--- config.mk ---
export PLATFORM = sky130hd
export DESIGN_NAME = binary_mul_arbiter_flat
export DESIGN_NICKNAME = d
export VERILOG_FILES = /design/src/rtl/binary_mul_arbiter_if.sv /design/src/rtl/binary_mul_arbiter.sv /design/src/flat_wrapper.sv
export SDC_FILE = /design/constraint.sdc
export NUM_CORES = 1
export LEC_CHECK = 0
export ABC_CLOCK_PERIOD_IN_PS = 2960
export CORE_MARGIN = 2
export CORE_UTILIZATION = 30
export CTS_CLUSTER_SIZE = 8
export DETAILED_ROUTE_END_ITERATION = 8
export SLEW_MARGIN = 10
export SYNTH_ARGS = -nofsm -noshare
export SYNTH_HDL_FRONTEND = slang
export SYNTH_SLANG_ARGS = --single-unit
--- constraint.sdc ---
create_clock -name clk -period 2.96 [get_ports clk]
set_input_delay 0.592 -clock clk [delete_from_list [all_inputs] [get_ports clk]]
set_output_delay 0.592 -clock clk [all_outputs]
set_load 0.03 [all_outputs]
--- src/rtl/binary_mul_arbiter_if.sv ---
// ============================================================================
//  Module   : binary_mul_arbiter_if
//  Brief    : Requester, multiplier and response signals of the shared
//             multiplier arbiter, with arbiter-side and environment-side views.
//  Revision : 1.0 - initial release
// ============================================================================
`default_nettype none

interface binary_mul_arbiter_if #(
    parameter int NREQ = 4,
    parameter int IDW  = 2,
    parameter int W    = 9
);
    logic [NREQ-1:0]   req_valid;
    logic [NREQ*W-1:0] req_a;
    logic [NREQ*W-1:0] req_b;
    logic [NREQ-1:0]   req_ready;
    logic [W-1:0]      mul_a;
    logic [W-1:0]      mul_b;
    logic              mul_en;
    logic [2*W-1:0]    mul_p;
    logic              rsp_valid;
    logic              rsp_ready;
    logic [2*W-1:0]    rsp_p;
    logic [IDW-1:0]    rsp_id;

    // Arbiter side
    modport slave (
        input  req_valid, req_a, req_b, mul_p, rsp_ready,
        output req_ready, mul_a, mul_b, mul_en, rsp_valid, rsp_p, rsp_id
    );

    // Requesters, multiplier and consumer side
    modport master (
        output req_valid, req_a, req_b, mul_p, rsp_ready,
        input  req_ready, mul_a, mul_b, mul_en, rsp_valid, rsp_p, rsp_id
    );
endinterface

`default_nettype wire

--- src/rtl/binary_mul_arbiter.sv ---
// ============================================================================
//  Module   : binary_mul_arbiter
//  Brief    : Round-robin arbiter sharing one registered WxW multiplier among
//             NREQ requesters; one transaction in flight at a time.
//  Revision : 1.0 - initial release
// ============================================================================
`default_nettype none

module binary_mul_arbiter #(
    parameter int NREQ = 4,
    parameter int IDW  = 2,
    parameter int W    = 9
) (
    input  logic                 clk,
    input  logic                 rst_n,
    binary_mul_arbiter_if.slave  bus,
    output logic                 busy
);

    typedef enum logic [1:0] {
        S_IDLE  = 2'd0,
        S_ISSUE = 2'd1,
        S_WAIT  = 2'd2,
        S_RESP  = 2'd3
    } state_t;

    state_t            r_state;
    state_t            w_state_nxt;
    logic [IDW-1:0]    r_ptr;
    logic [IDW-1:0]    r_gnt;
    logic [W-1:0]      r_mul_a;
    logic [W-1:0]      r_mul_b;
    logic              r_rsp_valid;
    logic [2*W-1:0]    r_rsp_p;
    logic [IDW-1:0]    r_rsp_id;

    logic [2*NREQ-1:0] w_dbl;
    logic [NREQ-1:0]   w_rot;
    logic              w_any;
    logic [IDW-1:0]    w_off;
    logic [IDW:0]      w_sum;
    logic [IDW-1:0]    w_win;
    logic [W-1:0]      w_sel_a;
    logic [W-1:0]      w_sel_b;
    logic [NREQ-1:0]   w_req_ready;
    logic              w_mul_en;

    // Rotate the valid vector so bit 0 is the requester at ptr; the first set
    // bit of the rotated vector is the round-robin winner's offset from ptr.
    assign w_dbl = {bus.req_valid, bus.req_valid};
    assign w_rot = NREQ'(w_dbl >> r_ptr);

    always_comb begin
        w_any = 1'b0;
        w_off = '0;
        for (int k = 0; k < NREQ; k++) begin
            if (!w_any && w_rot[k]) begin
                w_any = 1'b1;
                w_off = IDW'(k);
            end
        end
    end

    assign w_sum   = {1'b0, r_ptr} + {1'b0, w_off};
    assign w_win   = (w_sum >= (IDW+1)'(NREQ)) ? IDW'(w_sum - (IDW+1)'(NREQ))
                                               : IDW'(w_sum);
    assign w_sel_a = W'(bus.req_a >> (int'(w_win) * W));
    assign w_sel_b = W'(bus.req_b >> (int'(w_win) * W));

    always_ff @(posedge clk or negedge rst_n) begin
        if (!rst_n) begin
            r_state <= S_IDLE;
        end else begin
            r_state <= w_state_nxt;
        end
    end

    always_comb begin
        w_state_nxt = r_state;
        w_req_ready = '0;
        w_mul_en    = 1'b0;
        case (r_state)
            S_IDLE: begin
                if (w_any) begin
                    w_state_nxt = S_ISSUE;
                end
            end
            S_ISSUE: begin
                w_req_ready = NREQ'(1) << r_gnt;
                w_mul_en    = 1'b1;
                w_state_nxt = S_WAIT;
            end
            S_WAIT: begin
                w_state_nxt = S_RESP;
            end
            S_RESP: begin
                if (r_rsp_valid && bus.rsp_ready) begin
                    w_state_nxt = S_IDLE;
                end
            end
            default: begin
                w_state_nxt = S_IDLE;
            end
        endcase
    end

    always_ff @(posedge clk or negedge rst_n) begin
        if (!rst_n) begin
            r_ptr       <= '0;
            r_gnt       <= '0;
            r_mul_a     <= '0;
            r_mul_b     <= '0;
            r_rsp_valid <= 1'b0;
            r_rsp_p     <= '0;
            r_rsp_id    <= '0;
        end else begin
            case (r_state)
                S_IDLE: begin
                    if (w_any) begin
                        r_gnt   <= w_win;
                        r_mul_a <= w_sel_a;
                        r_mul_b <= w_sel_b;
                    end
                end
                S_ISSUE: begin
                    r_ptr <= (r_gnt == IDW'(NREQ-1)) ? '0 : r_gnt + IDW'(1);
                end
                S_WAIT: begin
                    // Multiplier output register became valid at the ISSUE edge
                    r_rsp_p     <= bus.mul_p;
                    r_rsp_id    <= r_gnt;
                    r_rsp_valid <= 1'b1;
                end
                S_RESP: begin
                    if (bus.rsp_ready) begin
                        r_rsp_valid <= 1'b0;
                    end
                end
                default: begin
                end
            endcase
        end
    end

    assign bus.req_ready = w_req_ready;
    assign bus.mul_en    = w_mul_en;
    assign bus.mul_a     = r_mul_a;
    assign bus.mul_b     = r_mul_b;
    assign bus.rsp_valid = r_rsp_valid;
    assign bus.rsp_p     = r_rsp_p;
    assign bus.rsp_id    = r_rsp_id;
    assign busy          = (r_state != S_IDLE);

endmodule

`default_nettype wire

--- src/flat_wrapper.sv ---
// flat-port wrapper written by rule: the top's interface ports become plain ports
module binary_mul_arbiter_flat 
#(
    parameter int NREQ = 4,
    parameter int IDW  = 2,
    parameter int W    = 9
)
  (clk, rst_n, busy, bus_req_valid, bus_req_a, bus_req_b, bus_mul_p, bus_rsp_ready, bus_req_ready, bus_mul_a, bus_mul_b, bus_mul_en, bus_rsp_valid, bus_rsp_p, bus_rsp_id);
  binary_mul_arbiter_if #(.NREQ(NREQ), .IDW(IDW), .W(W)) bus_i ();
  input  logic clk;
  input  logic rst_n;
  output logic busy;
  input wire logic [$bits(bus_i.req_valid)-1:0] bus_req_valid;
  input wire logic [$bits(bus_i.req_a)-1:0] bus_req_a;
  input wire logic [$bits(bus_i.req_b)-1:0] bus_req_b;
  input wire logic [$bits(bus_i.mul_p)-1:0] bus_mul_p;
  input wire logic [$bits(bus_i.rsp_ready)-1:0] bus_rsp_ready;
  output wire logic [$bits(bus_i.req_ready)-1:0] bus_req_ready;
  output wire logic [$bits(bus_i.mul_a)-1:0] bus_mul_a;
  output wire logic [$bits(bus_i.mul_b)-1:0] bus_mul_b;
  output wire logic [$bits(bus_i.mul_en)-1:0] bus_mul_en;
  output wire logic [$bits(bus_i.rsp_valid)-1:0] bus_rsp_valid;
  output wire logic [$bits(bus_i.rsp_p)-1:0] bus_rsp_p;
  output wire logic [$bits(bus_i.rsp_id)-1:0] bus_rsp_id;
  assign bus_i.req_valid = bus_req_valid;
  assign bus_i.req_a = bus_req_a;
  assign bus_i.req_b = bus_req_b;
  assign bus_i.mul_p = bus_mul_p;
  assign bus_i.rsp_ready = bus_rsp_ready;
  assign bus_req_ready = bus_i.req_ready;
  assign bus_mul_a = bus_i.mul_a;
  assign bus_mul_b = bus_i.mul_b;
  assign bus_mul_en = bus_i.mul_en;
  assign bus_rsp_valid = bus_i.rsp_valid;
  assign bus_rsp_p = bus_i.rsp_p;
  assign bus_rsp_id = bus_i.rsp_id;
  binary_mul_arbiter #(.NREQ(NREQ), .IDW(IDW), .W(W)) u_core (.clk(clk), .rst_n(rst_n), .bus(bus_i), .busy(busy));
endmodule
==> results of run 1 <==
-- worst max-delay path: cells and delay by family --
family,cells,cell delay [ns]
AND/OR/NAND/NOR,1,0.18
buffers and inverters,3,0.87
XOR/XNOR,1,0.24
AO/OA/AOI/OAI,6,0.91
adder cells (fa/ha/maj),1,0.21
-- layout by cell type (no fill, tap or decap), types with 3 or more instances in the layout --
master                            instances
sky130_fd_sc_hd__o21ai_0                  3
sky130_fd_sc_hd__a2111oi_2               10
sky130_fd_sc_hd__buf_4                   19
sky130_fd_sc_hd__and2_1                   4
sky130_fd_sc_hd__clkbuf_8                 5
sky130_fd_sc_hd__a2111oi_1                3
sky130_fd_sc_hd__mux2_2                  23
sky130_fd_sc_hd__o31ai_1                  8
sky130_fd_sc_hd__clkdlybuf4s50_1        140
sky130_fd_sc_hd__nor2b_1                 38
sky130_fd_sc_hd__a2111oi_0                5
sky130_fd_sc_hd__inv_1                    7
sky130_fd_sc_hd__buf_12                   6
sky130_fd_sc_hd__a221oi_2                10
sky130_fd_sc_hd__nand2_1                 22
sky130_fd_sc_hd__ha_1                     9
sky130_fd_sc_hd__o31ai_2                 10
sky130_fd_sc_hd__a221oi_1                 8
sky130_fd_sc_hd__dfrtp_1                 45
-- through the flow --
stage	instance area (sq um)	util (%)	instances	setup WS, ns
finish	4740	50.8	539	0.144
global route	4740	50.8	539	-0.0361
CTS	4690	50.3	537	0.0310
detailed placement	4590	49.2	530	-0.277
global placement	4590	49.2	530	-0.214
floorplan	2900	-	257	0.331
-- per-layer routing --
layer / up-vias / track usage (%)
li1: 1270 / -
met1: 1170 / 18.4
met2: 97 / 26.9
met3: 10 / 3.15
met4: 0 / 4.51
met5: - / 0
-- worst paths after layout --
kind	cells past startpoint	startpoint	slack [ns]	end
max in group asynchronous	1	rst_n	1.85	u_core.bus.mul_a[7]
setup / recovery	12	bus_req_valid[3]	0.14	u_core.bus.mul_b[0]
setup reg to reg	11	u_core.r_ptr[1]	0.40	u_core.bus.mul_b[0]
hold / removal	1	rst_n	0.48	u_core.bus.rsp_p[17]
hold reg to reg	2	u_core.bus.mul_a[6]	0.48	u_core.bus.mul_a[6]
min in group clk	2	u_core.bus.mul_a[6]	0.48	u_core.bus.mul_a[6]
-- kinds of logic (layout without fill, tap and decap cells) --
family                     after synthesis  in the layout
adders and majority gates               10             10
DFF                                     45             45
xor gates and xnor gates                 2              2
AOI/OAI and AO/OA                       71             71
muxes                                   24             24
buffers and inverters                   27            180
and+or+nand+nor                         78             78
-- what timing repair did --
| action | in CTS | in global routing |
|---|---|---|
| hold endpoints to repair | 0 | 0 |
| setup buffers | 0 | 2 |
| resized for setup | 0 | 7 |
| setup endpoints to repair | 0 | 18 |
-- sequential cells by signal, summed over array words and instances (netlist names) --
name / cells
u_core.bus.mul_a: 9
u_core.bus.mul_b: 9
u_core.bus.rsp_id: 2
u_core.bus.rsp_p: 18
u_core.bus.rsp_valid: 1
u_core.r_gnt: 2
u_core.r_ptr: 2
u_core.r_state: 2
-- power by group --
part / internal [mW] / switching [mW]
logic: 2.00 / 2.24
clock network: 0.246 / 0.209
registers: 0.942 / 0.204
-- final cells by class --
class,instances,share of cell area (%)
Timing Repair Buffer,166,35.2
Sequential cell,45,23.8
Multi-Input combinational cell,185,34.9
Clock buffer,5,1.45
Clock inverter,2,0.739
Inverter,7,0.554
Tap cell,129,3.40
==> results.py, run 1 <==
metrics = {
    "outcome": {
        "status": "finished, final reports clean",
    },
    "layout": {
        "total_area_of_multi_input_combinational_cells_sq_um": 1650,
        "area_growth_pct": 63.4,
        "layout.filler_cells": 892,
        "seqCellArea_sq_um": 1130,
        "fraction_of_final_layout_cells_sized_beyond_drive_strength_1_pct": 23.4,
        "num-nets-final": 517,
        "diodes": 0,
    },
    "floorplan": {
        "io_pins": 142,
        "die-width_um": 102,
        "die_footprint_sq_um": 10500,
        "die_y_um": 102,
        "core_area_sq_um": 9330,
        "floorplan.initialDensity_pct": 31.1,
        "rows": 35,
    },
    "logic_synthesis": {
        "mappedNetlistArea_sq_um": 2900,
        "synthXorXnorAreaFrac_pct": 0.604,
        "synth_top_area_share_pct": 38.8,
        "asyncSetResetFlopFracSynth_pct": 100,
        "synth-edff-count": 0,
        "yosys-top-cells-count": "sky130_fd_sc_hd__dfrtp_1, sky130_fd_sc_hd__nor2b_1, sky130_fd_sc_hd__mux2_2",
        "muxShareOfSynthArea_pct": 9.27,
        "synth_area_in_compound_gates_pct": 26.3,
        "yosysMostFrequentCell": "sky130_fd_sc_hd__dfrtp_1",
        "fraction_of_the_yosys_area_taken_by_sequential_cells_pct": 38.8,
        "synth-adder-area-share_pct": 4.31,
        "simple_logic_cell_fraction_of_the_synthesized_area_pct": 15.6,
        "synth.top_cells.by_area": "sky130_fd_sc_hd__dfrtp_1, sky130_fd_sc_hd__mux2_2, sky130_fd_sc_hd__nor2b_1",
        "synthDominantAreaCellType": "sky130_fd_sc_hd__dfrtp_1",
        "largest_family_of_logic_cells_by_synthesized_area": "compound AO/OA/AOI/OAI gates",
        "average_cell_area_after_synthesis_sq_um": 11.3,
        "yosys_warnings": 0,
        "mappedNetlistNets": 364,
        "post_synth_inst_count": 257,
        "synth_flop_cell": "sky130_fd_sc_hd__dfrtp_1",
        "ys_seq_elements": 45,
        "synth_cell_types": 41,
    },
    "cts": {
        "root_buffer": "sky130_fd_sc_hd__clkbuf_8",
        "clock_sink_count": 45,
        "cts.htree.levels": 2,
        "clkSlewWorstSetupHoldPaths_ns": 0.08,
        "cts_hold_buffers": 0,
        "clock_latency_ns": 0.29,
        "tritoncts.num_buffers": 5,
        "cts_tree": "built",
        "cts.path.max_buffers": 2,
    },
    "power": {
        "power.density_cell_area_nw_per_um2": 1230,
        "ir_drop_v": 0.000522,
        "finalPower_mw": 5.83,
        "leakagePower_nw": 1.83,
    },
    "drt": {
        "routed-wl-met3_um": 534,
        "initial_drt_markers": 65,
        "viasPerCell": 4.73,
        "drc": 0,
        "drtPass1Iterations": 4,
        "wl_met2_um": 3870,
        "route.vias.total": 2547,
        "routed_wire_length_per_instance_um": 14.6,
        "route.layer.met1.wl_um": 3380,
        "top_layer_used": "met4",
        "wirelength_routed_um": 7900,
        "antenna_nets_post_route": 0,
    },
    "timing": {
        "hold_viol_final": 0,
        "finalCritPeriodShare_pct": 95.2,
        "rsz0062_at_grt": "yes",
        "slew_violations": 0,
        "finalSetupViolCount": 0,
        "worst_slew_margin_rel_pct": 30.9,
        "tns_ns": 0,
        "timing.hold.ws_ns": 0.480,
        "fin_skew_ns": 0.00214,
        "worst-slew-pin-transition_ns": 1.04,
        "period_needed_ns": 2.82,
        "achievable-frequency_mhz": 355,
    },
    "worst_setup_path": {
        "cp_slowest_cell": "sky130_fd_sc_hd__clkdlybuf4s50_1",
        "critPathLaunchType": "input pin",
        "cp_cell_sequence": "clkdlybuf4s50_1 > nor2b_2 > a21oi_1 > o22ai_1 > o21a_1 > ha_2 > xor2_1 > buf_4 > a31oi_4 > buf_12 > a2111oi_1 > o31ai_2",
        "critPathCaptureType": "flip-flop",
        "max_stage_delay_ns": 0.53,
        "cp_data_arrival_time_ns": 2.99,
        "worst_ep_required_time_ns": 3.14,
        "critical_path.max_fanout": 12,
        "setup.worst_path.class": "input pin to flip-flop",
    },
    "global_route": {
        "grt_max_degree": 46,
        "grt_antenna_before_repair": 0,
        "global_route_wire_length_before_repair_um": 12600,
        "first_global_vias": 2643,
        "grt_overflow": 0,
        "grt_usage_pct": 15.1,
    },
    "place": {
        "gp_congestion": 0.757,
        "dp_hpwl_um": 6100,
        "placement.io_buffers": 141,
    },
    "job": {
        "max_capacitance_violation_count": 0,
    },
    "min_path": {
        "hold_class": "input pin to async pin",
    },
}
(Power assumes the default switching activity.)
==> run 2, diff against run 1 <==
- REMOVE_ABC_BUFFERS: default -> 1
==> run 2 against run 1 <==
- critical path depth stayed put
- worst hold slack worse by 0.014 ns
- first-iteration DRC count down 1.5%
- combinational power about the same
- clock skew increased by 0.0036 ns
- register-to-register slack improved by 0.09 ns
- sequential share of layout area is essentially flat
- worst setup slack gained 0.061 ns
- power shrank 1.3%
- count of clock-buffer cells in the layout stayed put
==> results.py, run 2 (synthesized netlist as in run 1, its figures left out) <==
metrics = {
    "outcome": {
        "status": "finished, final reports clean",
    },
    "cts": {
        "cts_tree": "built",
        "clock_latency_ns": 0.30,
        "clock_sink_count": 45,
        "clkSlewWorstSetupHoldPaths_ns": 0.10,
        "cts.htree.levels": 2,
        "tritoncts.num_buffers": 5,
        "root_buffer": "sky130_fd_sc_hd__clkbuf_8",
        "cts.path.max_buffers": 2,
        "cts_hold_buffers": 0,
    },
    "place": {
        "place_area_sq_um": 4540,
        "gp_congestion": 0.736,
        "dp_cells": 527,
        "placement.io_buffers": 141,
        "dp_hpwl_um": 6330,
    },
    "floorplan": {
        "die_footprint_sq_um": 10500,
        "floorplan.initialDensity_pct": 31.1,
        "io_pins": 142,
        "die-width_um": 102,
        "core_area_sq_um": 9330,
        "die_y_um": 102,
        "rows": 35,
    },
    "worst_setup_path": {
        "critPathCaptureType": "flip-flop",
        "critPathTopFamily": "buffers and inverters",
        "critical_path.max_fanout": 19,
        "cp_cell_sequence": "clkdlybuf4s50_1 > nor2b_1 > a21oi_1 > o22ai_1 > o21a_1 > ha_2 > xor2_2 > a31oi_4 > buf_12 > buf_4 > a2111oi_2 > o31ai_2",
        "cp_slowest_cell": "sky130_fd_sc_hd__clkdlybuf4s50_1",
        "critPathBufInv": 3,
        "max_stage_delay_ns": 0.54,
        "setup.worst_path.class": "input pin to flip-flop",
        "cp_data_arrival_time_ns": 2.95,
        "worst_ep_required_time_ns": 3.15,
        "critPathLaunchType": "input pin",
    },
    "timing": {
        "finalSetupViolCount": 0,
        "tns_ns": 0,
        "rsz0062_at_grt": "no",
        "achievable-frequency_mhz": 363,
        "worst_slew_margin_rel_pct": 31.3,
        "timing.hold.ws_ns": 0.465,
        "hold_viol_final": 0,
        "finalCritPeriodShare_pct": 93.1,
        "slew_violations": 0,
        "period_needed_ns": 2.76,
        "fin_skew_ns": 0.00571,
        "worst-slew-pin-transition_ns": 1.03,
    },
    "drt": {
        "initial_drt_markers": 64,
        "routed_wire_length_per_instance_um": 15.4,
        "route.vias.total": 2586,
        "drtPass1Iterations": 4,
        "viasPerCell": 4.74,
        "drc": 0,
        "antenna_nets_post_route": 0,
        "wirelength_routed_um": 8410,
    },
    "layout": {
        "fraction_of_final_layout_cells_sized_beyond_drive_strength_1_pct": 24.5,
        "area_growth_pct": 63.5,
        "diodes": 0,
        "final-instance-count-excl-fill": 546,
        "total_area_of_multi_input_combinational_cells_sq_um": 1650,
        "num-nets-final": 523,
        "most-common-layout-cells": "sky130_fd_sc_hd__clkdlybuf4s50_1, sky130_fd_sc_hd__dfrtp_1, sky130_fd_sc_hd__nor2b_1",
        "layout_commonest_cell": "sky130_fd_sc_hd__clkdlybuf4s50_1",
        "fin_area_sq_um": 4740,
        "layout.filler_cells": 862,
        "seqCellArea_sq_um": 1130,
        "number_of_flip_flops_in_the_largest_register": 18,
    },
    "power": {
        "leakagePower_nw": 1.83,
        "power.density_cell_area_nw_per_um2": 1210,
        "ir_drop_v": 0.000454,
    },
    "global_route": {
        "global_route_wire_length_before_repair_um": 12800,
        "grt_overflow": 0,
        "grt_usage_pct": 15.6,
        "grt_max_degree": 46,
        "grt_antenna_before_repair": 0,
        "first_global_vias": 2621,
    },
    "job": {
        "max_capacitance_violation_count": 0,
    },
    "min_path": {
        "hold_class": "input pin to async pin",
    },
}
-- run 2: final timing paths --
check	slack (ns)	to	cells after the start	start
max in group asynchronous	1.86	u_core.bus.mul_a[4]	1	rst_n
worst min-delay path	0.47	u_core.bus.rsp_valid	1	rst_n
worst max-delay path	0.20	u_core.bus.mul_b[4]	12	bus_req_valid[3]
min in group clk	0.49	u_core.bus.mul_a[8]	2	u_core.bus.mul_a[8]
worst max register to register	0.49	u_core.bus.mul_b[3]	11	u_core.r_ptr[1]
worst min register to register	0.49	u_core.bus.mul_a[8]	2	u_core.bus.mul_a[8]
-- run 2: power by group --
group | switching (mW) | internal [mW]
sequential | 0.209 | 0.942
combinational | 2.27 | 1.94
clock | 0.233 | 0.168
total | 2.71 | 3.05
-- run 2: through the flow --
step / utilization (%) / total power [mW] / worst slack, ns
after global routing: 50.9 / 6.16 / 0.00867
after global placement: 48.7 / 5.21 / -0.117
after CTS: 49.7 / 5.71 / 0.118
after floorplan: - / 3.71 / -0.375
after detailed placement: 48.7 / 5.30 / -0.197
final: 50.9 / 5.76 / 0.205
-- run 2: final cells by class --
class                   count  share of cell area [%]
clock buffers               5                    1.45
well taps                 129                    3.40
inverters                   7                   0.554
multi-input cells         185                    34.8
repair buffers            172                    35.6
flip-flops and latches     45                    23.7
clock inverters             3                   0.448
-- run 2: layer usage --
metal,wire [um],vias up,GRT usage (%)
li1,-,1278,-
met1,3570,1186,19.1
met2,3930,116,26.5
met3,848,6,5.40
met4,57,0,3.69
met5,0,-,0
-- run 2: repair_timing --
item	CTS	global route
setup endpoints to repair	0	17
setup buffers	0	11
gates resized for setup	0	4
==> run 3, diff against run 2 <==
- TNS_END_PERCENT: default -> 1
==> results of run 3 <==
The final DEF is identical to that of run 2; final timing and power are the same.
